==> src/rtl/float_calc_ctrl.sv <==
// Request/response sequencer for float_calc: holds operands for a
// settle window, then captures the selected result and its flags.
module float_calc_ctrl #(
  parameter int SETTLE_CYCLES = 4,
  parameter int CNT_W         = 4
) (
  input  logic        clk,
  input  logic        rst,
  input  logic        req_valid,
  output logic        req_ready,
  input  logic [31:0] req_a,
  input  logic [31:0] req_b,
  input  logic [1:0]  req_op,
  output logic [31:0] calc_a,
  output logic [31:0] calc_b,
  input  logic [31:0] calc_add,
  input  logic [31:0] calc_sub,
  input  logic [31:0] calc_mul,
  input  logic [31:0] calc_div,
  input  logic [3:0]  calc_overflow,
  input  logic        calc_err,
  output logic        rsp_valid,
  input  logic        rsp_ready,
  output logic [31:0] rsp_data,
  output logic        rsp_ovf,
  output logic        rsp_err,
  output logic        busy,
  output logic [15:0] op_count
);

  typedef enum logic [1:0] {
    IDLE,
    SETTLE,
    RESP
  } state_t;

  state_t           state;
  logic [CNT_W-1:0] cnt;
  logic [1:0]       op_reg;
  logic [31:0]      sel;

  always_comb begin
    sel = calc_add;
    unique case (op_reg)
      2'd0: sel = calc_add;
      2'd1: sel = calc_sub;
      2'd2: sel = calc_mul;
      2'd3: sel = calc_div;
    endcase
  end

  always_ff @(posedge clk) begin
    if (rst) begin
      state     <= IDLE;
      cnt       <= '0;
      op_reg    <= '0;
      calc_a    <= '0;
      calc_b    <= '0;
      rsp_data  <= '0;
      rsp_ovf   <= 1'b0;
      rsp_err   <= 1'b0;
      rsp_valid <= 1'b0;
      req_ready <= 1'b1;
      busy      <= 1'b0;
      op_count  <= '0;
    end else begin
      case (state)
        IDLE: begin
          if (req_valid) begin
            calc_a    <= req_a;
            calc_b    <= req_b;
            op_reg    <= req_op;
            cnt       <= CNT_W'(SETTLE_CYCLES);
            req_ready <= 1'b0;
            busy      <= 1'b1;
            state     <= SETTLE;
          end
        end
        SETTLE: begin
          cnt <= cnt - 1'b1;
          if (cnt == CNT_W'(1)) begin
            rsp_data  <= sel;
            rsp_ovf   <= calc_overflow[op_reg];
            rsp_err   <= calc_err & (op_reg == 2'd3);
            rsp_valid <= 1'b1;
            state     <= RESP;
          end
        end
        RESP: begin
          if (rsp_ready) begin
            rsp_valid <= 1'b0;
            req_ready <= 1'b1;
            busy      <= 1'b0;
            state     <= IDLE;
            if (op_count != 16'hFFFF)
              op_count <= op_count + 16'd1;
          end
        end
        default: begin
          rsp_valid <= 1'b0;
          req_ready <= 1'b1;
          busy      <= 1'b0;
          state     <= IDLE;
        end
      endcase
    end
  end

endmodule

==> config.mk <==
export PLATFORM = sky130hd
export DESIGN_NAME = float_calc_ctrl
export DESIGN_NICKNAME = d
export VERILOG_FILES = /design/src/rtl/float_calc_ctrl.sv
export SDC_FILE = /design/constraint.sdc
export NUM_CORES = 1
export LEC_CHECK = 0
export BUFFER_PORTS_ARGS = -buffer_cell sky130_fd_sc_hd__buf_4
export CAP_MARGIN = 10
export CORE_AREA = 2 2 124 126
export DETAILED_ROUTE_END_ITERATION = 8
export DIE_AREA = 0 0 126 128
export PLACE_DENSITY = 0.73
export SLEW_MARGIN = 0
export SYNTH_ARGS = -nofsm -noshare
export SYNTH_HDL_FRONTEND = slang
export SYNTH_SLANG_ARGS = --single-unit
==> constraint.sdc <==
create_clock -name clk -period 1.7 [get_ports clk]
set_clock_uncertainty 0.1 [all_clocks]
set_input_delay 0.17 -clock clk [delete_from_list [all_inputs] [get_ports clk]]
set_output_delay 0.17 -clock clk [all_outputs]
set_load 0.005 [all_outputs]
Yosys cells after proc, flatten, opt, wreduce, memory -nomap -nowiden

Cells that the tools add are included.

Register bits: 125

Bitwise gates (word level): 3
Magnitude comparators: 1
Add/sub/neg operators: 2
Muxes and demuxes: 17
Eq/ne operators: 10
Reduce and logical (&&, ||, !) cells: 10

Operators by type and width:

| kind                  | count |
|---|---|
| $pmux 32 s4           | 1 |
| $add 16x1->16 const B | 1 |
| $ne 16x16->1 const B  | 1 |
| $reduce_and 3->1      | 4 |
| $pmux 1 s3            | 3 |
| $pmux 4 s2            | 1 |
| $eq 2x2->1 const B    | 3 |
| $mux 1                | 6 |
| $mux 2                | 3 |
| $ne 2x2->1 const B    | 3 |
| $pmux 2 s3            | 1 |
| $reduce_and 2->1      | 3 |
| $eq 2x1->1 const B    | 2 |
| $eq 4x1->1 const B    | 1 |
| $logic_not 2->1       | 2 |
| $mux 4                | 1 |
| $sub 4x1->4 const B   | 1 |
| $lt 2x3->1 const B    | 1 |
| $bmux 1 s2            | 1 |
| $not 1->1             | 2 |
| $reduce_bool 2->1     | 1 |
| $and 1x1->1           | 1 |

Depth between registers and ports, before layout

Word-level depth: 3
Gate-level depth with buffers: 7

Worst setup path before layout

OpenSTA, ideal clock, no wires.

Kind: register to register
From: reg op_count[0]
To: reg op_count[14]
Stages on the path, launching flop included: 6
Data arrival time: 1.664 ns
Setup slack: -0.185 ns
Setup time: 0.121 ns
Required time: 1.479 ns
Path through: dfxtp_1 > ha_1 > nand3_1 > nor3_1 > nor4b_1 > mux2_2

Cells in the longest elaborated chain, start to end: 2
Elaborated cells on any way between the ends: 3

RTL lines:

| element                                               | line | RTL |
|---|---|---|
| start: declaration                                    | 28   | `output logic [15:0] op_count` |
| start signal: assignment                              | 96   | `op_count <= op_count + 16'd1;` |
| branches (longest 2 deep; another with $add 16x1->16) | --   |  |

Parallel ways; which one is timed is not known.
A chain may end at the register's enable or synchronous reset.

Worst setup path after layout

From: reg op_count[0]
To: reg op_count[9]

Same word-level chain as after synthesis.

==> impl_metrics.py <==
metrics = {
    "yosys": {
        "syn_nets": 831,
        "ys_ff_latch": 125,
        "ys_async_sr_fraction_pct": 0,
        "yosysSeqAreaShare_pct": 46.07,
        "yosys_warnings": 0,
        "yosysTopAreaCell": "dfxtp_1",
        "synthMostInstantiatedCell": "nand2_1",
        "yosysTopAreaCellShare_pct": 46.07,
        "ys_top_cells_by_count": "207 x nand2_1, 125 x dfxtp_1, 113 x a21oi_1, 36 x clkbuf_1, 33 x mux4_2",
        "syn_inst": 625,
        "ys.flop_type": "dfxtp_1",
        "synth_edf_count": 0,
        "post_synth.cell_area_avg_um2": 8.690,
        "synthTopCellsByArea": "dfxtp_1 46%, nand2_1 14%, mux4_2 14%, a21oi_1 10%, clkbuf_1 2.5%",
        "synth.distinct_cells": 39,
        "synth_area_mm2": 0.005431,
    },
    "critical_path": {
        "arrival_ps": 1980,
        "cp_max_fo": 4,
        "crit_end": "op_count[9]",
        "reg2reg_depth": 7,
        "end_kind": "register",
        "reg2reg_from": "op_count[0]",
        "worst_ep_required_time_ps": 1880,
        "path_class": "reg -> reg",
        "r2r-end": "op_count[9]",
        "worstSetupStartpoint": "op_count[0]",
        "ff2ff_setup_slack_ps": -100,
        "cp-start-kind": "register",
    },
    "clocking": {
        "root_buffer": "clkbuf_16",
        "insertion_delay_ps": 400,
        "cts_buffers": 17,
        "cts_tree": "built",
        "htreeDepth": 4,
        "cts.path.max_buffers": 2,
        "cts.sinks": 125,
        "path_clk_slew_ps": 60,
    },
    "routing": {
        "routed_wl_um": 20600,
        "routed_via_density": 5.034,
        "drt_iter0_markers": 354,
        "vias": 6232,
        "first_pass_iters": 4,
        "drt.antenna.violating_nets": 0,
        "post_drt_wl_per_cell_um": 16.64,
        "drcViolationCount": 0,
    },
    "pwr": {
        "power.density_mw_per_mm2": 842.8,
        "vdd_drop_max_mv": 1.047,
        "internal_power_mw": 6.407,
        "switchingPower_mw": 1.949,
        "clkPwrFrac_pct": 46.3,
        "pwr-share-comb_pct": 16.3,
        "swShare_pct": 23.33,
        "p_seq_share_pct": 37.4,
        "power.total_mw": 8.356,
        "leakagePower_nw": 4.293,
    },
    "grt": {
        "antenna_found_initial": 0,
        "grt_max_degree": 52,
        "gr-total-overflow": 0,
        "grt_first_pass_wirelength_um": 30860,
        "grt_pass1_vias": 6172,
        "grtUsageTotal_pct": 24.07,
    },
    "final_layout": {
        "final_area_mm2": 0.009915,
        "antennaDiodeCount": 0,
        "multi_input_area_mm2": 0.002868,
        "fin_util_pct": 66.70,
        "area_growth_pct": 82.54,
        "seq_area_mm2": 0.002524,
        "reg_top3": "calc_a (32), calc_b (32), rsp_data (32)",
        "final_nets": 1243,
        "finalNonFillerCells": 1238,
        "nFillCells": 1137,
        "drive_gt1_share_pct": 45.05,
    },
    "timing": {
        "fin_crit_sh_pct": 105.6,
        "hold_slack_ps": 36.91,
        "worst_slew_pin_slew_ps": 425.4,
        "relSlewSlack_pct": 71.64,
        "rsz0062_at_grt": "true",
        "max_freq_ghz": 0.5570,
        "hold_viol": 0,
        "min_period_ps": 1795,
        "fin_ws_ps": -95.48,
        "setup_viol": 6,
        "final_max_slew_viol_count": 0,
    },
    "die": {
        "num_io_pins": 320,
        "initial_core_util_pct": 36.54,
        "num_rows": 45,
        "die_width_um": 126,
        "coreArea_mm2": 0.01486,
        "dieHeight_um": 128,
        "die_area_mm2": 0.01613,
    },
    "place": {
        "dp.cells": 1127,
        "gp_congestion": 0.8007,
        "hpwl_um": 13470,
        "placed_cell_area_mm2": 0.008332,
        "port_buffers": 319,
    },
    "status": {
        "status": "finished, violations left",
        "violations": "negative setup slack",
    },
    "job": {
        "maxCapViolations": 0,
    },
    "min_path": {
        "hp-class": "in -> reg",
    },
}
[per-stage QoR]
step | TNS (ps) | worst slack (ps)
2_1_floorplan | -436.2 | -78.82
3_3_place_gp | -470.6 | -70.18
3_5_place_dp | -771.1 | -100.4
4_1_cts | -529.8 | -92.43
5_1_grt | -611.4 | -147.2
6_report | -264.0 | -95.48
[metal layers]
layer  vias to the layer above  track usage [%]  routed length [µm]
met5                         -                0                   0
met4                         0            8.080                 480
met3                        38            7.721                1552
met2                       260            41.90               10610
met1                      2952            28.13                7958
li1                       2982                -                   -
[layout make-up]
class / instances / area share (%)
repair buffers: 439 / 36.51
clock inverters: 11 / 1.552
flip-flops and latches: 125 / 25.45
multi-input cells: 448 / 28.92
well taps: 188 / 2.373
inverters: 6 / 0.2272
clock buffers: 21 / 4.960
[how the worst min path moves through the flow]
stage              start            to  slack (ps)  cells after the start
2_1_floorplan   req_a[0]     calc_a[0]         210                      2
3_3_place_gp   req_b[25]    calc_b[25]         320                      3
3_5_place_dp   req_op[0]     op_reg[0]         320                      3
4_1_cts              rst          busy          10                      2
5_1_grt              rst          busy          30                      2
6_report             rst  op_count[11]          40                      2
[power by group through the flow]
stage                     clock, mW  combinational, mW  sequential (mW)
after floorplan                   0              0.479             3.19
after detailed placement          0               1.18             3.19
after global routing           4.09               1.46             3.14
after global placement            0               1.17             3.18
final                          3.87               1.36             3.13
after CTS                      3.94               1.32             3.12
[logic make-up (layout without fill, tap and decap cells)]
kind of cell | Yosys count | after routing | share of synthesized area [%]
adder cells (fa/ha/maj) | 3 | 3 | 0.6912
AO/OA/AOI/OAI | 132 | 132 | 12.65
flip-flops | 125 | 125 | 46.07
AND/OR/NAND/NOR | 273 | 273 | 21.79
multiplexers | 40 | 40 | 15.09
buffers and inverters | 52 | 477 | 3.709
[critical path, cell delays in order (launching register included)]
cell     delay [ps]
dfxtp_2         340
ha_4            180
nand4_1         170
nor4_4           50
buf_4           160
buf_4           140
nor4_4          150
mux2_2          370
[cell usage in the layout, fill, tap and decap left out, types with 5 or more instances in the layout]
cell           count
a21oi_1          110
buf_12             7
buf_4            358
clkbuf_16         20
dfxtp_1          114
dfxtp_2            8
dlygate4sd3_1     68
inv_1              5
mux4_2            33
nand2_1          207
nand2b_1           5
nand4_1            6
nor2_1            13
o21ai_0            8
or3_1              5
[repair_timing]
item / 4_1_cts / 5_1_grt
hold buffers: 68 / 0
setup endpoints to repair: 11 / 52
gates resized for setup: 7 / 21
buffers inserted: 1 / 8
pin swaps: 2 / 4
cloned: 1 / 2
endpoints found under the hold margin: 68 / 0
Note: power is estimated with default switching activity, not from simulation.
